$ cat config.mk
export PLATFORM = sky130hd
export DESIGN_NAME = dmem_responder
export DESIGN_NICKNAME = d
export VERILOG_FILES = /design/src/rtl/dmem_responder.sv
export SDC_FILE = /design/constraint.sdc
export NUM_CORES = 2
export LEC_CHECK = 0
export CORE_UTILIZATION = 47
export CTS_BUF_LIST = sky130_fd_sc_hd__clkbuf_8
export CTS_CLUSTER_SIZE = 20
export DETAILED_ROUTE_END_ITERATION = 6
export PLACE_DENSITY = 0.61
export SLEW_MARGIN = 20
export SYNTH_ARGS = -nofsm -noshare
export SYNTH_HDL_FRONTEND = slang
export SYNTH_SLANG_ARGS = --single-unit
$ cat constraint.sdc
create_clock -name i_clk -period 13.62 [get_ports i_clk]
set_input_delay 1.362 -clock i_clk [delete_from_list [all_inputs] [get_ports i_clk]]
set_output_delay 1.362 -clock i_clk [all_outputs]
set_load 0.005 [all_outputs]
$ cat src/rtl/dmem_responder.sv
// dmem_responder: load/store responder with funct3 sizing, byte steering and fixed response latency
// Define DMEM_MISALIGN_TRAP_EN to flag misaligned or unsupported accesses on resp_err
module dmem_responder #(
    parameter int DEPTH_WORDS = 64,
    parameter int LATENCY     = 2
) (
    input  logic        i_clk,
    input  logic        i_rst,
    input  logic        i_req_valid,
    output logic        o_req_ready,
    input  logic        i_req_we,
    input  logic [2:0]  i_req_funct3,
    input  logic [31:0] i_req_addr,
    input  logic [31:0] i_req_wdata,
    output logic        o_resp_valid,
    output logic [31:0] o_resp_rdata,
    output logic        o_resp_err
);
    localparam int AW = $clog2(DEPTH_WORDS);
    localparam int CW = $clog2(LATENCY + 1);
    localparam logic [1:0] IDLE = 2'd0, BUSY = 2'd1, RESP = 2'd2;

    logic [1:0]    r_state;
    logic [CW-1:0] r_cnt;
    logic          r_we;
    logic [2:0]    r_f3;
    logic [31:0]   r_addr, r_wdata, r_rdata;
    logic          r_err;
    logic [31:0]   r_mem [DEPTH_WORDS];

    logic          w_accept, w_enter, w_we, w_sup, w_mis, w_ok, w_err;
    logic [2:0]    w_f3;
    logic [31:0]   w_addr, w_wdata, w_word, w_wd, w_load;
    logic [1:0]    w_a;
    logic [AW-1:0] w_idx;
    logic [3:0]    w_be;
    logic [7:0]    w_byte;
    logic [15:0]   w_half;

    assign o_req_ready  = !i_rst && r_state != BUSY;
    assign o_resp_valid = r_state == RESP;
    assign o_resp_rdata = r_rdata;
    assign o_resp_err   = r_err;

    assign w_accept = i_req_valid && o_req_ready;
    assign w_enter  = (LATENCY == 1) ? w_accept : (r_state == BUSY && r_cnt == CW'(1));
    // With single-cycle latency the access happens on the accept edge, so use the live request
    assign w_we    = (LATENCY == 1) ? i_req_we     : r_we;
    assign w_f3    = (LATENCY == 1) ? i_req_funct3 : r_f3;
    assign w_addr  = (LATENCY == 1) ? i_req_addr   : r_addr;
    assign w_wdata = (LATENCY == 1) ? i_req_wdata  : r_wdata;

    assign w_a    = w_addr[1:0];
    assign w_idx  = w_addr[2 +: AW];
    assign w_word = r_mem[w_idx];
    assign w_sup  = (w_f3 == 3'b000 || w_f3 == 3'b001 || w_f3 == 3'b010) ||
                    (!w_we && (w_f3 == 3'b100 || w_f3 == 3'b101));
`ifdef DMEM_MISALIGN_TRAP_EN
    assign w_mis = (w_f3[1:0] == 2'b01 && w_a[0]) || (w_f3 == 3'b010 && w_a != 2'b00);
    assign w_err = !w_sup || w_mis;
`else
    assign w_mis = 1'b0;
    assign w_err = 1'b0;
`endif
    assign w_ok = w_sup && !w_mis;

    assign w_be = (!w_ok || !w_we) ? 4'b0000 :
                  (w_f3 == 3'b000) ? 4'b0001 << w_a :
                  (w_f3 == 3'b001) ? (w_a[1] ? 4'b1100 : 4'b0011) : 4'b1111;
    assign w_wd = (w_f3 == 3'b000) ? {4{w_wdata[7:0]}} :
                  (w_f3 == 3'b001) ? {2{w_wdata[15:0]}} : w_wdata;

    assign w_byte = w_word[{w_a, 3'b000} +: 8];
    assign w_half = w_a[1] ? w_word[31:16] : w_word[15:0];
    assign w_load = (!w_ok || w_we) ? 32'h0 :
                    (w_f3 == 3'b000) ? {{24{w_byte[7]}}, w_byte} :
                    (w_f3 == 3'b001) ? {{16{w_half[15]}}, w_half} :
                    (w_f3 == 3'b100) ? {24'h0, w_byte} :
                    (w_f3 == 3'b101) ? {16'h0, w_half} : w_word;

    always_ff @(posedge i_clk) begin
        if (w_enter && !i_rst)
            for (int b = 0; b < 4; b++)
                if (w_be[b]) r_mem[w_idx][8*b +: 8] <= w_wd[8*b +: 8];
    end

    always_ff @(posedge i_clk) begin
        if (i_rst) begin
            r_state <= IDLE;
            r_cnt   <= '0;
            r_rdata <= '0;
            r_err   <= 1'b0;
        end else begin
            if (w_accept) begin
                r_state <= (LATENCY == 1) ? RESP : BUSY;
                r_cnt   <= CW'(LATENCY - 1);
                r_we    <= i_req_we;
                r_f3    <= i_req_funct3;
                r_addr  <= i_req_addr;
                r_wdata <= i_req_wdata;
            end else if (r_state == BUSY) begin
                r_state <= (r_cnt == CW'(1)) ? RESP : BUSY;
                r_cnt   <= r_cnt - CW'(1);
            end else if (r_state == RESP) begin
                r_state <= IDLE;
            end
            if (w_enter) begin
                r_rdata <= w_load;
                r_err   <= w_err;
            end
        end
    end
endmodule

# Yosys cells after proc, flatten, opt, wreduce, memory -nomap -nowiden
# Memory sizes are Yosys's and may differ from the RTL's. A register that Yosys moved wholly into a read port is not among the register bits.
# Cells that the tools add are included.
word_totals:
  reg_bits: 80
  memories: 1
  input_bits: 71
  wordCells: 73
  out_inout_bits: 35
  ram_bits: 2048
classes:
  n_reduce_logical: 20
  eq_ne: 8
  shift: 2
  mux: 31
  bitwise_logic: 1
  addsub: 1
memory_table:
  columns: ["name", "words", "width", "read_ports", "rd_clocked_by_memory_dff", "wr", "line_no", "rtl"]
  rows:
  - ["r_mem", 64, 32, 1, 1, 1, "29", "logic [31:0] r_mem [DEPTH_WORDS];"]
op_table:
  columns: ["op", "n"]
  rows:
  - ["$mux W32", 7]
  - ["$shiftx A32 B6 Y8", 1]
  - ["$mux W16", 1]
  - ["$mux W4", 4]
  - ["$mux W1", 15]
  - ["$eq A3 B3 Y1 const B", 2]
  - ["$logic_or A1 B1 Y1", 6]
  - ["$mux W2", 3]
  - ["$mux W6", 1]
  - ["$logic_and A1 B1 Y1", 5]
  - ["$eq A2 B1 Y1 const B", 2]
  - ["$reduce_bool A2 Y1", 2]
  - ["$shl A1 B2 Y4 const A", 1]
  - ["$eq A3 B1 Y1 const B", 1]
  - ["$eq A3 B2 Y1 const B", 1]
  - ["$logic_not A1 Y1", 3]
  - ["$logic_not A3 Y1", 1]
  - ["$reduce_bool A3 Y1", 1]
  - ["$eq A2 B2 Y1 const B", 1]
  - ["$ne A2 B1 Y1 const B", 1]
  - ["$reduce_and A2 Y1", 1]
  - ["$reduce_or A2 Y1", 1]
  - ["$sub A2 B1 Y2 const B", 1]
  - ["$not A1 Y1", 1]

# Longest topological paths before layout
depth:
  depth_word: 10
  mapped_depth: 14
  mapped_depth_nobuf: 8

# Worst setup path before layout
# OpenSTA, ideal clock, no wires.
synth_path:
  path_kind: "input to register"
  startpoint: "input port i_rst"
  endpoint: "register (tool-made name)"
  n_path_buf: 0
  stages: 2
  required_ns: 13.545
  slack_ns: 8.091
  setup_time_ns: 0.075
  arrival_ns: 5.454
  cell_sequence: "nor3_1 mux2_2"
synth_lines:
  columns: ["item", "line_no", "rtl"]
  rows:
  - ["from (decl)", "8", "input logic i_rst,"]

==> metrics.md <==
| Metric | Value |
|---|---|
| Top cells by area, synth | edfxtp_1, mux4_2, nor2_1, dfxtp_1, nand2_1 |
| Syn Inst Count | 3719 |
| Drt wl/cell | around 33 µm |
| Drt first-iter violations | ~4600 |
| Clock-pin slew on the worst setup and hold paths | roughly 0.060 ns |
| Htree depth | 5 |
| First-pass GRT wire length | just over 300 mm |
| GRT busiest layer | met2 |
| Synth Flop Type | edfxtp_1 |
| Io pins | ~110 |
| Critical R2R Capture | o_resp_rdata[4]$_SDFFE_PP0P_ |
| PortBufs | 80 |
| Leakage | between 20 and 30 nW |
| Post-route ant nets | 0 |
| Chip height | 421.9 µm |
| Placed insts | 5995 |
| R2r worst-path depth | 10 |
| Setup Buffers After CTS | 0 |
| DRT Pass-1 Iters | 7 |
| Row count | ~150 |
| Run status | complete, but fails checks |
| Clk sinks | between 2000 and 2500 |
| Drt total wl | around 220 mm |
| Synth warn | 0 |
| Commonest non-fill, non-tap cell in the layout | edfxtp_1 |
| DIE AREA | approximately 180000 µm² |
| Initial Util | 47.51% |
| CTS Hold Bufs | 0 |
| Worst Hold Depth | 1 |
| Mapped Nets | around 3800 |
| Setup crit end kind | flop |
| Clock buffer count from CTS | 354 |
| Number of global-route vias before repair | roughly 41000 |
| Initial antenna violation count | 7 |
| Root Buffer | clkbuf_8 |
| Met3 usage | 6.634% |
| Setup TNS | 0 ns |
| Met1 Resource Use GR | between 30 and 40% |
| Final #Nets | 4100 |
| Non-Filler Instances | about 6600 |
| Die Wd | about 420 µm |
| Worst slew margin | roughly 15% |
| Failing checks | DRC |
| DRC | 51 |
| Largest net degree at the start of global routing | between 90 and 100 |
| Worst IR Drop VDD | about 0.11 mV |
| Hold WC Path Type | reg2reg |
| GR Util All Layers | 24.74% |
| Min-delay src | o_resp_rdata[21]$_SDFFE_PP0P_ |
| Sequential-to-total area share from yosys stat | 76.83% |
| Drt via density | 6.066 |
| Area growth syn-to-layout | 11.63% |
| Unrepaired setup endpoints after global routing | no |
| Setup CP Type | reg2reg |
| Post-Syn Area | a little over 80000 µm² |
| Synth unique cells | 60 |
| #FFs+latches synth | ~2100 |
| Final cycle utilization of the critical path | a little over two fifths |
| Worst-case clock buffer depth | 4 |
| Final min period | approximately 5.7 ns |
| FFs w/ async S/R, synth | 0% |
| PwrDens | approximately 140 nW/µm² |
| Crit path DAT | roughly 6.6 ns |
| Required @ worst endpoint | between 10 and 15 ns |
| Post-synth EDFFs | ~2100 |
| Vias | roughly 40000 |
| Reg2reg setup slack | around 8 ns |
| CTS tree | built |
| Area share of the largest cell type after synthesis | about 76% |
| Share of layout cells above drive strength 1 | around 28% |
| GPL Wtd Cong | between 0.8 and 0.9 |
| Final hold violation count | 0 |
| Core ar. | about 170000 µm² |
| Grt met2 use | approximately 39% |
| Worst setup SP type | flop |
| Worst Path Max Fanout | 42 |
| Average cell area after synthesis | 22.28 µm² |
| Max Freq | about 180 MHz |
| Fin. max-slew vios | 0 |
| Clk_skew | 0.07801 ns |
| HPWL reported at the end of detailed placement | 132.9 mm |
| Clk_lat worst skew | 1.05 ns |
| Measured slew at the worst slew-check pin | roughly 1.3 ns |
| Most frequent cells in the layout | edfxtp_1, mux4_2, clkbuf_8 |
| CTS-repair resized insts | 0 |
| Max-cap viol count | 0 |
| Total grt overflow | 0 |
| Final setup violation count | 0 |
| WHS Endpoint | o_resp_rdata[21]$_SDFFE_PP0P_ |
| Cell type with the largest total area after synthesis | edfxtp_1 |
## flip-flops by register name (all words and copies together), names as in the netlist, named ones only
signal / flops
r_state: 2
o_resp_rdata: 32
r_mem: 2048
r_cnt: 2
r_wdata: 32
r_addr: 8
r_f3: 3
r_we: 1
## area by class of cell
type | count | area [µm²]
antenna | 10 | 25.02
clock buffer | 367 | 5051
clock inverter | 230 | 1005
fill | 13390 | 81900
inverter | 11 | 48.80
multi-input combinational | 1359 | 18280
sequential | 2134 | 63680
tap | 2325 | 2909
timing repair buffer | 166 | 1496
## cells by family after synthesis
kind of cell	share of synthesized area (%)
flip-flops	76.83
multiplexers	17.86
AND/OR/NAND/NOR	2.452
buffers and inverters	1.326
AO/OA/AOI/OAI	1.489
adder cells (fa/ha/maj)	0.04530
other	0.004526
## worst max-delay path, stage by stage, from the launching register on
cell and delay, ns:
dfxtp_4 0.73, buf_4 0.73, buf_4 0.48, buf_4 0.76
mux4_2 0.60, mux4_2 0.52, a22oi_1 0.33, nand2_1 0.21
nand2_1 0.11, o21ai_0 0.46, a221o_1 0.51
## metrics by stage
stage | power (mW) | utilization, % | hold WS, ns | area, µm² | setup slack, ns
2_1_floorplan | 8.084 | - | 0.4413 | 82860 | 8.091
3_3_place_gp | 8.491 | 49.55 | 0.4657 | 86410 | 7.891
3_5_place_dp | 8.502 | 49.55 | 0.4678 | 86410 | 7.891
4_1_cts | 13.46 | 53.02 | 0.4829 | 92460 | 7.865
5_1_grt | 13.76 | 53.03 | 0.5073 | 92470 | 7.621
6_report | 13.36 | 53.04 | 0.4826 | 92500 | 7.909
## per-layer routing
layer	up-vias	wire, µm
met5	-	93
met4	6	9926
met3	431	18390
met2	1823	105400
met1	21510	85120
li1	16280	-
## power breakdown
| group | total (mW) | internal [mW] | switching (mW) |
|---|---|---|---|
| clock | 5.00 | 2.53 | 2.47 |
| combinational | 1.07 | 0.423 | 0.649 |
| sequential | 7.29 | 7.26 | 0.0288 |
| total | 13.4 | 10.2 | 3.15 |
## worst max-delay path by stage
stage               startpoint                            end  slack (ns)  cells after the start
CTS                       flop  o_resp_rdata[20]$_SDFFE_PP0P_        7.86                     12
global placement          flop  o_resp_rdata[17]$_SDFFE_PP0P_        7.89                     12
detailed placement        flop  o_resp_rdata[19]$_SDFFE_PP0P_        7.89                     12
finish                    flop   o_resp_rdata[4]$_SDFFE_PP0P_        7.91                     10
floorplan                i_rst                           flop        8.09                      2
global route              flop  o_resp_rdata[20]$_SDFFE_PP0P_        7.62                     12
## cells in the mapped netlist (9+ instances only)
master,count
mux2_2,29
buf_2,83
a21oi_1,22
nor2_1,296
nand3_1,12
dfxtp_1,42
buf_4,23
mux2i_1,46
inv_1,9
mux4_2,622
a221o_1,9
a22oi_1,18
edfxtp_1,2092
a22o_1,31
a21o_1,13
clkbuf_1,77
o21ai_0,20
nor3_1,11
nand2_1,127
a221oi_1,9
buf_1,24
Power figures use the tool's default switching activity.
